[config.mk]
export PLATFORM = sky130hd
export DESIGN_NAME = seg_mux_decoder
export DESIGN_NICKNAME = d
export VERILOG_FILES = /design/src/rtl/seg_mux_decoder.sv
export SDC_FILE = /design/constraint.sdc
export NUM_CORES = 1
export LEC_CHECK = 0
export ABC_AREA = 1
export BUFFER_PORTS_ARGS = -buffer_cell sky130_fd_sc_hd__buf_4
export CAP_MARGIN = 20
export CORE_MARGIN = 3
export CORE_UTILIZATION = 40
export CTS_BUF_LIST = sky130_fd_sc_hd__clkbuf_16
export CTS_CLUSTER_SIZE = 12
export DETAILED_ROUTE_END_ITERATION = 10
export PLACE_DENSITY_LB_ADDON = 0.3
export SLEW_MARGIN = 10
export SYNTH_ARGS = -nofsm -noshare
export SYNTH_HDL_FRONTEND = slang
export SYNTH_SLANG_ARGS = --single-unit
export TNS_END_PERCENT = 5
[constraint.sdc]
create_clock -name clk -period 13.1 [get_ports clk]
set_input_delay 1.31 -clock clk [delete_from_list [all_inputs] [get_ports clk]]
set_output_delay 1.31 -clock clk [all_outputs]
set_load 0.02 [all_outputs]
[src/rtl/seg_mux_decoder.sv]
// Receive-side decoder for the multiplexed seven-segment scoreboard bus.
// Each team has its own channel: sync, stability filter, digit capture, BCD-to-binary converter.

module seg_mux_channel #(
    parameter int unsigned STABLE_CYCLES = 4
) (
    input  logic        clk,
    input  logic        reset,
    input  logic [7:0]  i_seg,
    input  logic [3:0]  i_ctrl,
    output logic [15:0] o_bcd,
    output logic [13:0] o_score,
    output logic        o_update,
    output logic        o_err_c
);
    localparam int unsigned CNT_W    = 8;
    localparam int unsigned SAMPLE_W = 12;
    localparam int unsigned SCORE_W  = 14;
    localparam logic [CNT_W-1:0] CNT_MAX = CNT_W'(STABLE_CYCLES);

    localparam logic [1:0] ST_IDLE = 2'd0;
    localparam logic [1:0] ST_CONV = 2'd1;
    localparam logic [1:0] ST_DONE = 2'd2;

    logic [SAMPLE_W-1:0] r_sync1, r_sync2, r_prev;
    logic [CNT_W-1:0]    r_cnt;
    logic [3:0]          r_mask;
    logic [15:0]         r_stage;
    logic                r_full;
    logic [15:0]         r_pend;
    logic                r_pend_vld;
    logic [15:0]         r_conv_bcd;
    logic [15:0]         r_shift;
    logic [SCORE_W-1:0]  r_acc;
    logic [1:0]          r_step;
    logic [1:0]          r_state;
    logic [1:0]          w_state_next;

    logic                w_diff, w_accept;
    logic                w_slot_vld, w_legal, w_cap, w_err;
    logic [1:0]          w_slot;
    logic [3:0]          w_slot_oh;
    logic [3:0]          w_digit;
    logic                w_start;
    logic [15:0]         w_src;
    logic [SCORE_W-1:0]  w_acc_next;

    // Accept once, on the edge the stable count climbs to its ceiling
    assign w_diff   = (r_sync2 != r_prev);
    assign w_accept = !w_diff && (r_cnt == CNT_MAX - CNT_W'(1));

    always_comb begin
        w_slot_vld = 1'b0;
        w_slot     = 2'd0;
        w_slot_oh  = 4'b0000;
        case (r_sync2[11:8])
            4'b1110: begin w_slot_vld = 1'b1; w_slot = 2'd0; w_slot_oh = 4'b0001; end
            4'b1101: begin w_slot_vld = 1'b1; w_slot = 2'd1; w_slot_oh = 4'b0010; end
            4'b1011: begin w_slot_vld = 1'b1; w_slot = 2'd2; w_slot_oh = 4'b0100; end
            4'b0111: begin w_slot_vld = 1'b1; w_slot = 2'd3; w_slot_oh = 4'b1000; end
            default: ;
        endcase
    end

    // Segment pattern {A..G}, active-low; DP is not part of the digit
    always_comb begin
        w_digit = 4'd0;
        w_legal = 1'b1;
        case (r_sync2[7:1])
            7'b0000001: w_digit = 4'd0;
            7'b1001111: w_digit = 4'd1;
            7'b0010010: w_digit = 4'd2;
            7'b0000110: w_digit = 4'd3;
            7'b1001100: w_digit = 4'd4;
            7'b0100100: w_digit = 4'd5;
            7'b0100000: w_digit = 4'd6;
            7'b0001111: w_digit = 4'd7;
            7'b0000000: w_digit = 4'd8;
            7'b0000100: w_digit = 4'd9;
            default:    w_legal = 1'b0;
        endcase
    end

    assign w_cap   = w_accept && w_slot_vld && w_legal;
    assign w_err   = w_accept && w_slot_vld && !w_legal;
    assign o_err_c = w_err;

    // A freshly completed frame beats an older pending one
    assign w_start    = (r_state == ST_IDLE) && (r_full || r_pend_vld);
    assign w_src      = r_full ? r_stage : r_pend;
    assign w_acc_next = (r_acc << 3) + (r_acc << 1) + SCORE_W'(r_shift[15:12]);

    always_ff @(posedge clk or posedge reset) begin
        if (reset) r_state <= ST_IDLE;
        else       r_state <= w_state_next;
    end

    always_comb begin
        w_state_next = r_state;
        case (r_state)
            ST_IDLE: if (w_start) w_state_next = ST_CONV;
            ST_CONV: if (r_step == 2'd3) w_state_next = ST_DONE;
            ST_DONE: w_state_next = ST_IDLE;
            default: w_state_next = ST_IDLE;
        endcase
    end

    always_ff @(posedge clk or posedge reset) begin
        if (reset) begin
            r_sync1    <= '0;
            r_sync2    <= '0;
            r_prev     <= '0;
            r_cnt      <= '0;
            r_mask     <= '0;
            r_stage    <= '0;
            r_full     <= 1'b0;
            r_pend     <= '0;
            r_pend_vld <= 1'b0;
            r_conv_bcd <= '0;
            r_shift    <= '0;
            r_acc      <= '0;
            r_step     <= '0;
            o_bcd      <= '0;
            o_score    <= '0;
            o_update   <= 1'b0;
        end else begin
            r_sync1 <= {i_ctrl, i_seg};
            r_sync2 <= r_sync1;
            r_prev  <= r_sync2;

            if (w_diff)                r_cnt <= '0;
            else if (r_cnt != CNT_MAX) r_cnt <= r_cnt + CNT_W'(1);

            r_full <= w_cap && ((r_mask | w_slot_oh) == 4'hF);
            if (w_cap) r_stage[{w_slot, 2'b00} +: 4] <= w_digit;

            if (w_err)       r_mask <= '0;
            else if (w_cap)  r_mask <= r_mask | w_slot_oh;
            else if (r_full) r_mask <= '0;

            // Frame completed while the converter is busy: park it
            if (r_full && (r_state != ST_IDLE)) begin
                r_pend     <= r_stage;
                r_pend_vld <= 1'b1;
            end else if (w_start) begin
                r_pend_vld <= 1'b0;
            end

            o_update <= 1'b0;
            case (r_state)
                ST_IDLE: begin
                    if (w_start) begin
                        r_conv_bcd <= w_src;
                        r_shift    <= w_src;
                        r_acc      <= '0;
                        r_step     <= '0;
                    end
                end
                ST_CONV: begin
                    r_acc   <= w_acc_next;
                    r_shift <= r_shift << 4;
                    r_step  <= r_step + 2'd1;
                end
                ST_DONE: begin
                    o_bcd    <= r_conv_bcd;
                    o_score  <= r_acc;
                    o_update <= 1'b1;
                end
                default: ;
            endcase
        end
    end
endmodule

module seg_mux_decoder #(
    parameter int unsigned STABLE_CYCLES = 4
) (
    input  logic        clk,
    input  logic        reset,
    input  logic [7:0]  seg1,
    input  logic [7:0]  seg2,
    input  logic [3:0]  ctrl1,
    input  logic [3:0]  ctrl2,
    output logic [15:0] team1_bcd,
    output logic [15:0] team2_bcd,
    output logic [13:0] team1_score,
    output logic [13:0] team2_score,
    output logic        team1_update,
    output logic        team2_update,
    output logic        decode_err
);
    logic w_err1_c, w_err2_c;

    seg_mux_channel #(.STABLE_CYCLES(STABLE_CYCLES)) u_team1 (
        .clk      (clk),
        .reset    (reset),
        .i_seg    (seg1),
        .i_ctrl   (ctrl1),
        .o_bcd    (team1_bcd),
        .o_score  (team1_score),
        .o_update (team1_update),
        .o_err_c  (w_err1_c)
    );

    seg_mux_channel #(.STABLE_CYCLES(STABLE_CYCLES)) u_team2 (
        .clk      (clk),
        .reset    (reset),
        .i_seg    (seg2),
        .i_ctrl   (ctrl2),
        .o_bcd    (team2_bcd),
        .o_score  (team2_score),
        .o_update (team2_update),
        .o_err_c  (w_err2_c)
    );

    always_ff @(posedge clk or posedge reset) begin
        if (reset) decode_err <= 1'b0;
        else       decode_err <= w_err1_c | w_err2_c;
    end
endmodule

==> results of run 1 <==
worst max path at each step:
stage,end,cells after the start
3_3_place_gp,u_team1.o_bcd[10]$_DFFE_PP0P_,4
4_1_cts,u_team1.r_cnt[6]$_DFFE_PP0P_,4
3_5_place_dp,u_team1.o_bcd[10]$_DFFE_PP0P_,4
2_1_floorplan,decode_err$_DFF_PP0_,1
6_report,u_team1.r_conv_bcd[5]$_DFFE_PP0P_,5
5_1_grt,u_team1.o_bcd[0]$_DFFE_PP0P_,5
logic make-up (layout without fill, tap and decap cells):
logic type / after synthesis / after routing / synth area share (%)
AOI/OAI and AO/OA: 202 / 202 / 7.31
adders and majority gates: 63 / 63 / 5.55
xor gates and xnor gates: 17 / 17 / 1.01
muxes: 64 / 64 / 4.88
and+or+nand+nor: 714 / 714 / 20.3
DFF: 327 / 327 / 55.5
buffers and inverters: 209 / 337 / 5.49
flip-flops by register name, indices dropped and copies added, names as in the netlist, 12 cells and up:
| name | flops |
|---|---|
| u_team1.o_score | 14 |
| u_team2.r_shift | 16 |
| u_team1.r_sync2 | 12 |
| u_team2.r_sync2 | 12 |
| u_team2.r_pend | 16 |
| u_team1.r_pend | 16 |
| u_team2.o_score | 14 |
| u_team2.r_acc | 14 |
| u_team1.r_shift | 16 |
| u_team2.o_bcd | 16 |
| u_team1.r_stage | 16 |
| u_team1.r_prev | 12 |
| u_team2.r_stage | 16 |
| u_team2.r_prev | 12 |
| u_team2.r_conv_bcd | 16 |
| u_team1.r_sync1 | 12 |
| u_team1.r_acc | 14 |
| u_team1.r_conv_bcd | 16 |
| u_team1.o_bcd | 16 |
| u_team2.r_sync1 | 12 |
through the flow:
step | std cells | utilization, % | hold slack (ns) | power (uW) | area, um2
floorplan | 1596 | - | 0.331 | 1090 | 14800
global placement | 2118 | 44.2 | 0.333 | 1110 | 15900
detailed placement | 2118 | 44.2 | 0.335 | 1110 | 15900
CTS | 2184 | 47.3 | 0.345 | 2060 | 17000
global route | 2185 | 47.3 | 0.352 | 2110 | 17000
finish | 2185 | 47.3 | 0.345 | 2020 | 17000
cell type report:
cell class	instances	area, um2	share of cell area, %
inverters	172	653	3.83
multi-input cells	1060	5760	33.8
well taps	461	577	3.39
clock buffers	38	951	5.58
clock inverters	28	154	0.903
flip-flops and latches	327	8180	48.0
repair buffers	99	756	4.44
routing by layer:
metal / track usage, % / share of wire (%) / wire (um)
met1: 21.8 / 50 / 14100
met2: 24.1 / 45 / 12700
met3: 2.47 / 3.9 / 1120
met4: 3.56 / 1.8 / 511
met5: 0 / 0 / 0
report_power, final:
part	internal (uW)	total [uW]	leakage (uW)	switching [uW]
sequential	1020	1030	0.00440	8.24
clock	543	936	0.000576	393
combinational	16.4	57.5	0.00376	41.2
total	1580	2020	0.00874	442
cell usage after synthesis (all sizes together):
cell type  instances  area, um2
a211oi             2       15.0
a21boi             2       15.0
a21o               2       15.0
a21oi             33        165
a22o               2       17.5
a31oi              4       25.0
buf               13       73.8
clkbuf            24       90.1
clkinv             1       3.75
dfrtp            327       8180
fa                 4       80.1
ha                59        738
inv              171        642
mux2              64        721
nand2            431       1630
nand3             99        516
nand3b             2       15.0
nand4             18        119
nor2             137        573
nor3              23        120
nor4               1       6.26
o211ai             5       37.5
o21ai            135        676
o21bai             3       22.5
o22ai             13       81.3
o2bb2ai            1       8.76
or2                3       18.8
xnor2             12        105
xor2               5       43.8
critical path: stages:
cell and delay, ns:
buf_4 0.13, inv_8 0.45, buf_4 0.56, buf_12 0.30, buf_4 0.69
==> metrics.md, run 1 <==
| Metric | Value |
|---|---|
| Mean Syn Cell Area | `9.24 um2` |
| Routed vias | `10,591` |
| Required time of the critical path | `13.63 ns` |
| Critical path launch point | `reset` |
| Wire per inst | `13.0 um` |
| RePlAce Congestion | `0.844` |
| Fin crit period | `3.02 ns` |
| # setup viols final | `0` |
| Reg clk slew, reported paths | `0.05 ns` |
| Maximum clock insertion buffer count | `3` |
| Setup total negative slack | `0 ns` |
| Filler cells | `3,436` |
| Number of top-level pins | `89` |
| Worst skew pair latency | `0.52 ns` |
| First-pass GRT wire length | `50.3 mm` |
| CTS root buffer | `clkbuf_16` |
| Unique masters post-synth | `40` |
| # hold bufs at CTS | `0` |
| Hold depth | `0` |
| 1st-iter DRT viols | `628` |
| Synth Cell Area | `14,800 um2` |
| Synthesized net count | `1,685` |
| Setup Buffers After CTS | `0` |
| Max cap viols | `0` |
| Static Leak | `0.00874 uW` |
| P per Cell Area | `119 nW/um2` |
| TritonCTS clock tree | `yes` |
| Antenna viol nets, final | `0` |
| Clk sinks | `327` |
| Hold Crit Class | `reg2reg` |
| Vias in the first global route | `10,458` |
| H-tree levels | `2` |
| Share of layout cells above drive strength 1 | `14.1%` |
| Router iterations before antenna repair | `5` |
| Area growth from synthesis to layout | `15.5%` |
| Final #Nets | `1,786` |
| TritonCTS Buffers | `37` |
| Die area | `39,200 um2` |
| Port Buffer Count | `88` |
| Mapped Cells | `1,596` |
| Worst Setup End Kind | `asynchronous set/reset pin` |
| Critical path class | `in2async` |
| Initial antenna violation count | `0` |
| Post-detail-place hpwl | `19.5 mm` |
| Largest net degree at the start of global routing | `99` |
| Outcome | `complete, no violations` |
| Seq/Total Area, Yosys | `55.5%` |
| Max Fclk | `0.331 GHz` |
| CP Launch Type | `primary input` |
| Syn. warnings | `0` |
| Vias/cell | `4.85` |
| Pins Over Slew Limit | `0` |
| Total wire length | `28.4 mm` |
| Initial core utilization | `41.0%` |
| Post-route setup slack | `10.08 ns` |
| Register bit count reported by yosys | `327` |
| Crit share post-route | `23.1%` |
| GRT Total Usage | `15.1%` |
| Most frequent cells in the layout | `427 x nand2_1, 327 x dfrtp_1, 168 x inv_1` |
| Dpl ws | `9.20 ns` |
| R2r endpoint | `u_team1.r_shift[12]$_DFFE_PP0P_` |
| Reg2reg path depth | `5` |
| Slew @ Worst Pin | `0.967 ns` |
| Most common cell after layout, fill and taps aside | `nand2_1` |
| Slew headroom | `35.5%` |
| Area of the core | `36,000 um2` |
| RSZ-0062 raised after global routing | `false` |
| Final Hold Viols | `0` |
| Die H | `198 um` |
| Diodes inserted | `0` |
| Clk_skew | `0.0302 ns` |
| DRC Markers | `0` |
| Reg2reg setup slack | `10.42 ns` |
| VDD IR max | `0.0000840 V` |
| # rows | `69` |
| Worst Hold End | `u_team2.r_sync2[4]$_DFF_PP0_` |
| Crit path DAT | `3.55 ns` |
| GRT overflow | `0` |
| Post-CTS Resized | `0` |
| Worst Path Max Fanout | `98` |
| Launching point of the worst reg2reg path | `u_team1.r_full$_DFF_PP0_` |
| Worst Hold Launch | `u_team2.r_sync1[4]$_DFF_PP0_` |
| Die W | `198 um` |
Power figures use the tool's default switching activity.
==> run 2: changes to the inputs <==
==> constraint.sdc (replaced) <==
create_clock -name clk -period 2.9 [get_ports clk]
set_input_delay 0.29 -clock clk [delete_from_list [all_inputs] [get_ports clk]]
set_output_delay 0.29 -clock clk [all_outputs]
set_load 0.02 [all_outputs]
==> run 2 against run 1 <==
  * Clock skew is 0.0095 ns lower
  * Clock-buffer cell count down 1
  * Cell count rose by 1.6%
  * Critical path type is now reg2reg
  * Largest cell class unchanged
  * Largest power group unchanged
  * Highest routed layer unchanged
==> metrics.md, run 2 (synthesis results as in run 1) <==
| Metric | Value |
|---|---|
| Outcome | `complete, no violations` |
| Reg2reg setup slack | `0.53 ns (-9.89 ns)` |
| 1st-iter DRT viols | `520 (-17%)` |
| Hold Crit Class | `reg2reg` |
| P per Cell Area | `532 nW/um2 (+350%)` |
| Reg clk slew, reported paths | `0.06 ns (about the same)` |
| CP Launch Type | `register` |
| First-pass GRT wire length | `51.8 mm (+2.9%)` |
| Initial core utilization | `41.0% (unchanged)` |
| Static Leak | `0.00891 uW (+1.9%)` |
| GRT overflow | `0 (unchanged)` |
| Share of layout cells above drive strength 1 | `14.4% (+0.35 points)` |
| RSZ-0062 raised after global routing | `false` |
| VDD IR max | `0.000420 V (+400%)` |
| Pins Over Slew Limit | `0 (unchanged)` |
| Setup Buffers After CTS | `0 (unchanged)` |
| Area growth from synthesis to layout | `18.1%` |
| Vias in the first global route | `10,902 (+4.2%)` |
| Most common cell after layout, fill and taps aside | `nand2_1` |
| # setup viols final | `0 (unchanged)` |
| Die area | `39,200 um2 (unchanged)` |
| Routed vias | `10,845 (+2.4%)` |
| Cell Count, Final, Fillers Out | `2,219 (+1.6%)` |
| Most frequent cells in the layout | `427 x nand2_1, 327 x dfrtp_1, 167 x inv_1` |
| TritonCTS clock tree | `yes` |
| Post-detail-place hpwl | `20.4 mm (+4.6%)` |
| Max cap viols | `0 (unchanged)` |
| # rows | `69 (unchanged)` |
| Antenna viol nets, final | `0 (unchanged)` |
| Vias/cell | `4.89 (+0.83%)` |
| Router iterations before antenna repair | `6 (+1)` |
| R2r endpoint | `u_team2.r_acc[10]$_DFFE_PP0P_` |
| Die W | `198 um (unchanged)` |
| Critical path launch point | `u_team2.r_acc[0]$_DFFE_PP0P_` |
| Die H | `198 um (unchanged)` |
| Final Hold Viols | `0 (unchanged)` |
| Worst skew pair latency | `0.52 ns (about the same)` |
| Worst Setup End Kind | `register` |
| Hold WS | `0.341 ns (-0.00386 ns)` |
| Fin crit period | `2.37 ns` |
| Placed cells | `2,128 (+0.47%)` |
| Filler cells | `3,346 (-2.6%)` |
| Wire per inst | `13.1 um (+1.0%)` |
| Largest net degree at the start of global routing | `115 (+16%)` |
| GRT Total Usage | `15.4% (+0.33 points)` |
| Final #Nets | `1,820 (+1.9%)` |
| Core Util, Final | `48.4% (+1.1 points)` |
| Area of the core | `36,000 um2 (unchanged)` |
| Total wire length | `29.1 mm (+2.6%)` |
| Maximum clock insertion buffer count | `3 (unchanged)` |
| Port Buffer Count | `88 (unchanged)` |
| RePlAce Congestion | `0.880 (+4.3%)` |
| Number of top-level pins | `89 (unchanged)` |
| Max Fclk | `0.422 GHz` |
| TritonCTS Buffers | `37 (unchanged)` |
| Crit path to | `u_team2.r_acc[10]$_DFFE_PP0P_` |
| Clk sinks | `327 (unchanged)` |
| Crit share post-route | `81.7%` |
| Crit path DAT | `2.81 ns (-0.74 ns)` |
| Clk_skew | `0.0207 ns (-0.00953 ns)` |
| Launching point of the worst reg2reg path | `u_team2.r_acc[0]$_DFFE_PP0P_` |
| Total power | `9270 uW (+360%)` |
| Reg2reg path depth | `12 (+7)` |
| Slew @ Worst Pin | `0.732 ns (-0.235 ns)` |
| Required time of the critical path | `3.34 ns (-10.29 ns)` |
| Worst Path Max Fanout | `3 (-97%)` |
| Diodes inserted | `0 (unchanged)` |
| H-tree levels | `2 (unchanged)` |
| Initial antenna violation count | `0 (unchanged)` |
| DRC Markers | `0 (unchanged)` |
| Slew headroom | `51.1% (+16 points)` |
| Setup total negative slack | `0 ns (unchanged)` |
| Critical path class | `reg2reg` |
| CTS root buffer | `clkbuf_16` |
[run 2: cell type report]
cell class | count | area (um2) | share of cell area, %
clock buffers | 37 | 926 | 5.31
well taps | 461 | 577 | 3.31
inverters | 172 | 649 | 3.73
repair buffers | 133 | 1120 | 6.45
clock inverters | 29 | 201 | 1.16
multi-input cells | 1060 | 5760 | 33.1
flip-flops and latches | 327 | 8180 | 47.0
[run 2: metal layers]
metal,global-route usage (%),share of wire (%),vias to the layer above
li1,-,-,5453
met5,0,0,-
met2,24.8,45,202
met1,22.3,50,5157
met4,3.51,1.7,0
met3,2.35,3.8,33
[run 2: worst max-delay path: stages, from the launching register on]
cell and delay, ns:
dfrtp_1 0.35, inv_1 0.09, fa_1 0.53, fa_1 0.47
inv_1 0.09, nand3_1 0.07, nand2_1 0.11, a21boi_0 0.14
nor2_1 0.12, nor2_1 0.06, nand2_1 0.05, nand2_1 0.04
o21ai_0 0.16
[run 2: worst min-delay path by stage]
stage	startpoint	to	cells after the start
after floorplan	seg1[0]	u_team1.r_sync1[0]$_DFF_PP0_	0
after global placement	u_team2.r_sync1[4]$_DFF_PP0_	u_team2.r_sync2[4]$_DFF_PP0_	0
after detailed placement	u_team1.r_sync1[1]$_DFF_PP0_	u_team1.r_sync2[1]$_DFF_PP0_	0
after CTS	u_team2.r_sync1[8]$_DFF_PP0_	u_team2.r_sync2[8]$_DFF_PP0_	0
after global routing	u_team1.r_sync1[3]$_DFF_PP0_	u_team1.r_sync2[3]$_DFF_PP0_	0
final	u_team2.r_sync1[8]$_DFF_PP0_	u_team2.r_sync2[8]$_DFF_PP0_	0
[run 2: metrics by stage]
stage	worst slack, ns	area (um2)
global route	0.341	17400
detailed placement	0.536	16000
finish	0.532	17400
global placement	0.608	16000
floorplan	-1.75	14800
CTS	0.520	17400
[run 2: power breakdown]
group | switching [uW] | internal [uW]
clock | 1810 | 2510
sequential | 36.6 | 4620
combinational | 194 | 107
[run 2: what timing repair did]
| action | in CTS | in global routing |
|---|---|---|
| hold buffers | 25 | 0 |
| endpoints found under the hold margin | 41 | 0 |
| gates resized for setup | 0 | 0 |
==> run 3: changes to the inputs <==
==> constraint.sdc (replaced) <==
create_clock -name clk -period 2.45 [get_ports clk]
set_input_delay 0.245 -clock clk [delete_from_list [all_inputs] [get_ports clk]]
set_output_delay 0.245 -clock clk [all_outputs]
set_load 0.02 [all_outputs]
==> run 3 against run 2 <==
  * Wire length grew 0.77%
  * Register-to-register slack lost 0.36 ns
  * Worst setup slack lost 0.36 ns
  * Die area is the same
  * Critical path depth is the same
  * Non-clock buffer count grew 4
  * Cell count is the same
  * Flip-flop and latch count is the same
  * Clock-buffer cell count grew 2
  * Clock power grew 20%
  * Largest cell class unchanged
==> metrics.md, run 3 (synthesis results as in run 1) <==
| Metric | Value |
|---|---|
| Area of the core | `36,000 um2 (unchanged)` |
| Total wire length | `29.3 mm (+0.77%)` |
| Critical path class | `reg2reg` |
| Antenna viol nets, final | `0 (unchanged)` |
| Die H | `198 um (unchanged)` |
| H-tree levels | `2 (unchanged)` |
| DRC Markers | `0 (unchanged)` |
| VDD IR max | `0.000447 V (+6.3%)` |
| # rows | `69 (unchanged)` |
| Post-detail-place hpwl | `20.7 mm (+1.4%)` |
| Most common cell after layout, fill and taps aside | `nand2_1` |
| Most frequent cells in the layout | `427 x nand2_1, 327 x dfrtp_1, 168 x inv_1` |
| TritonCTS clock tree | `yes` |
| Static Leak | `0.00893 uW (+0.21%)` |
| GRT overflow | `0 (unchanged)` |
| Cell Count, Final, Fillers Out | `2,219 (unchanged)` |
| Clk sinks | `327 (unchanged)` |
| Port Buffer Count | `88 (unchanged)` |
| Die W | `198 um (unchanged)` |
| Area growth from synthesis to layout | `18.2%` |
| Final instance area | `17,400 um2 (+0.10%)` |
| TritonCTS Buffers | `37 (unchanged)` |
| Clk_skew | `0.0161 ns (-0.00459 ns)` |
| Max cap viols | `0 (unchanged)` |
| Slew @ Worst Pin | `0.699 ns (-0.0330 ns)` |
| First-pass GRT wire length | `51.7 mm (-0.13%)` |
| RSZ-0062 raised after global routing | `false` |
| Crit path DAT | `2.72 ns (-0.09 ns)` |
| Placed cells | `2,132 (+0.19%)` |
| Slew headroom | `53.4% (+2.3 points)` |
| Crit share post-route | `92.9% (+11 points)` |
| Setup total negative slack | `0 ns (unchanged)` |
| Wire per inst | `13.2 um (+0.77%)` |
| Largest net degree at the start of global routing | `91 (-21%)` |
| Vias in the first global route | `10,912 (+0.092%)` |
| CTS root buffer | `clkbuf_16` |
| P per Cell Area | `633 nW/um2 (+19%)` |
| Outcome | `complete, no violations` |
| Routed vias | `10,875 (+0.28%)` |
| Diodes inserted | `0 (unchanged)` |
| Worst skew pair latency | `0.52 ns (about the same)` |
| Number of top-level pins | `89 (unchanged)` |
| Final Hold Viols | `0 (unchanged)` |
| CP Launch Type | `register` |
| Placed inst area | `16,000 um2 (about the same)` |
| Max Fclk | `0.439 GHz (+4.0%)` |
| Hold Crit Class | `in2async` |
| Router iterations before antenna repair | `4 (-2)` |
| Initial core utilization | `41.0% (unchanged)` |
| Core Util, Final | `48.4% (+0.049 points)` |
| Worst Setup End Kind | `register` |
| Die area | `39,200 um2 (unchanged)` |
| GRT Total Usage | `15.6% (+0.12 points)` |
| Initial antenna violation count | `0 (unchanged)` |
| Vias/cell | `4.90 (+0.28%)` |
| Required time of the critical path | `2.89 ns (-0.45 ns)` |
| Worst Path Max Fanout | `3 (unchanged)` |
| Fin crit period | `2.28 ns (-0.0919 ns)` |
| Share of layout cells above drive strength 1 | `15.0% (+0.51 points)` |
| Pins Over Slew Limit | `0 (unchanged)` |
| # setup viols final | `0 (unchanged)` |
| RePlAce Congestion | `0.881 (about the same)` |
| Reg clk slew, reported paths | `0.06 ns (about the same)` |
| Maximum clock insertion buffer count | `3 (unchanged)` |
| Final #Nets | `1,824 (+0.22%)` |
| 1st-iter DRT viols | `537 (+3.3%)` |
-- run 3: cell types whose count changed in the layout (fill, tap and decap cells not counted), moves of 2 or more --
cell        previous run  this run
clkinv_8               2         0
fa_2                   0         2
o21ai_1                7         9
clkinvlp_4             1         3
clkbuf_16             37        39
clkinv_1              12         5
buf_4                103       109
buf_12                 5         3
o21ai_0              128       126
fa_1                   4         2
-- run 3: final cells by class --
cell class	instances	area (um2)
Fill cell	3358	18600
Sequential cell	327	8180
Multi-Input combinational cell	1060	5770
Timing Repair Buffer	137	1130
Clock buffer	39	976
Inverter	172	649
Tap cell	461	577
Clock inverter	23	156
-- run 3: per-layer routing --
| layer | GRT usage, % | vias up | wire (um) |
|---|---|---|---|
| met5 | 0 | - | 0 |
| met3 | 2.28 | 53 | 1010 |
| met4 | 5.03 | 0 | 734 |
| met1 | 22.2 | 5157 | 14500 |
| met2 | 24.6 | 191 | 13000 |
| li1 | - | 5474 | - |
-- run 3: timing repair --
action / CTS / global route
buffers inserted: 0 / 0
endpoints found under the hold margin: 49 / 0
gates resized for setup: 0 / 7
endpoints found under the setup margin: 0 / 5
hold buffers: 25 / 0
-- run 3: worst paths after layout --
kind                                                    start                           endpoint  slack [ns]  cells after the start
max in group asynchronous                               reset  u_team1.r_conv_bcd[1]$_DFFE_PP0P_        1.20                      4
worst min-delay path                                    reset      u_team1.o_bcd[14]$_DFFE_PP0P_        0.26                      3
min in group clk                u_team2.r_sync1[10]$_DFF_PP0_      u_team2.r_sync2[10]$_DFF_PP0_        0.34                      0
worst min register to register  u_team2.r_sync1[10]$_DFF_PP0_      u_team2.r_sync2[10]$_DFF_PP0_        0.34                      0
worst max register to register   u_team2.r_acc[0]$_DFFE_PP0P_      u_team2.r_acc[10]$_DFFE_PP0P_        0.17                     12
worst max-delay path             u_team2.r_acc[0]$_DFFE_PP0P_      u_team2.r_acc[10]$_DFFE_PP0P_        0.17                     12
-- run 3: report_power, final --
part / internal (uW) / leakage [uW] / switching (uW) / total (uW)
clock: 3060 / 0.000589 / 2110 / 5180
sequential: 5460 / 0.00440 / 43.4 / 5510
combinational: 123 / 0.00394 / 230 / 353
total: 8650 / 0.00893 / 2390 / 11000
-- run 3: metrics by stage --
step	worst slack, ns	hold slack [ns]	total power [uW]
2_1_floorplan	-2.16	0.276	5820
3_3_place_gp	0.174	0.241	5930
3_5_place_dp	0.105	0.232	5940
4_1_cts	0.0929	0.230	11200
5_1_grt	0.00444	0.252	11500
6_report	0.174	0.257	11000
-- run 3: critical path: stages (launching register included) --
cell	delay, ns
dfrtp_1	0.39
inv_1	0.12
fa_1	0.48
fa_2	0.42
inv_1	0.09
nand3_1	0.07
nand2_1	0.11
a21boi_0	0.13
nor2_1	0.11
nor2_1	0.06
nand2_1	0.05
nand2_1	0.04
o21ai_0	0.13
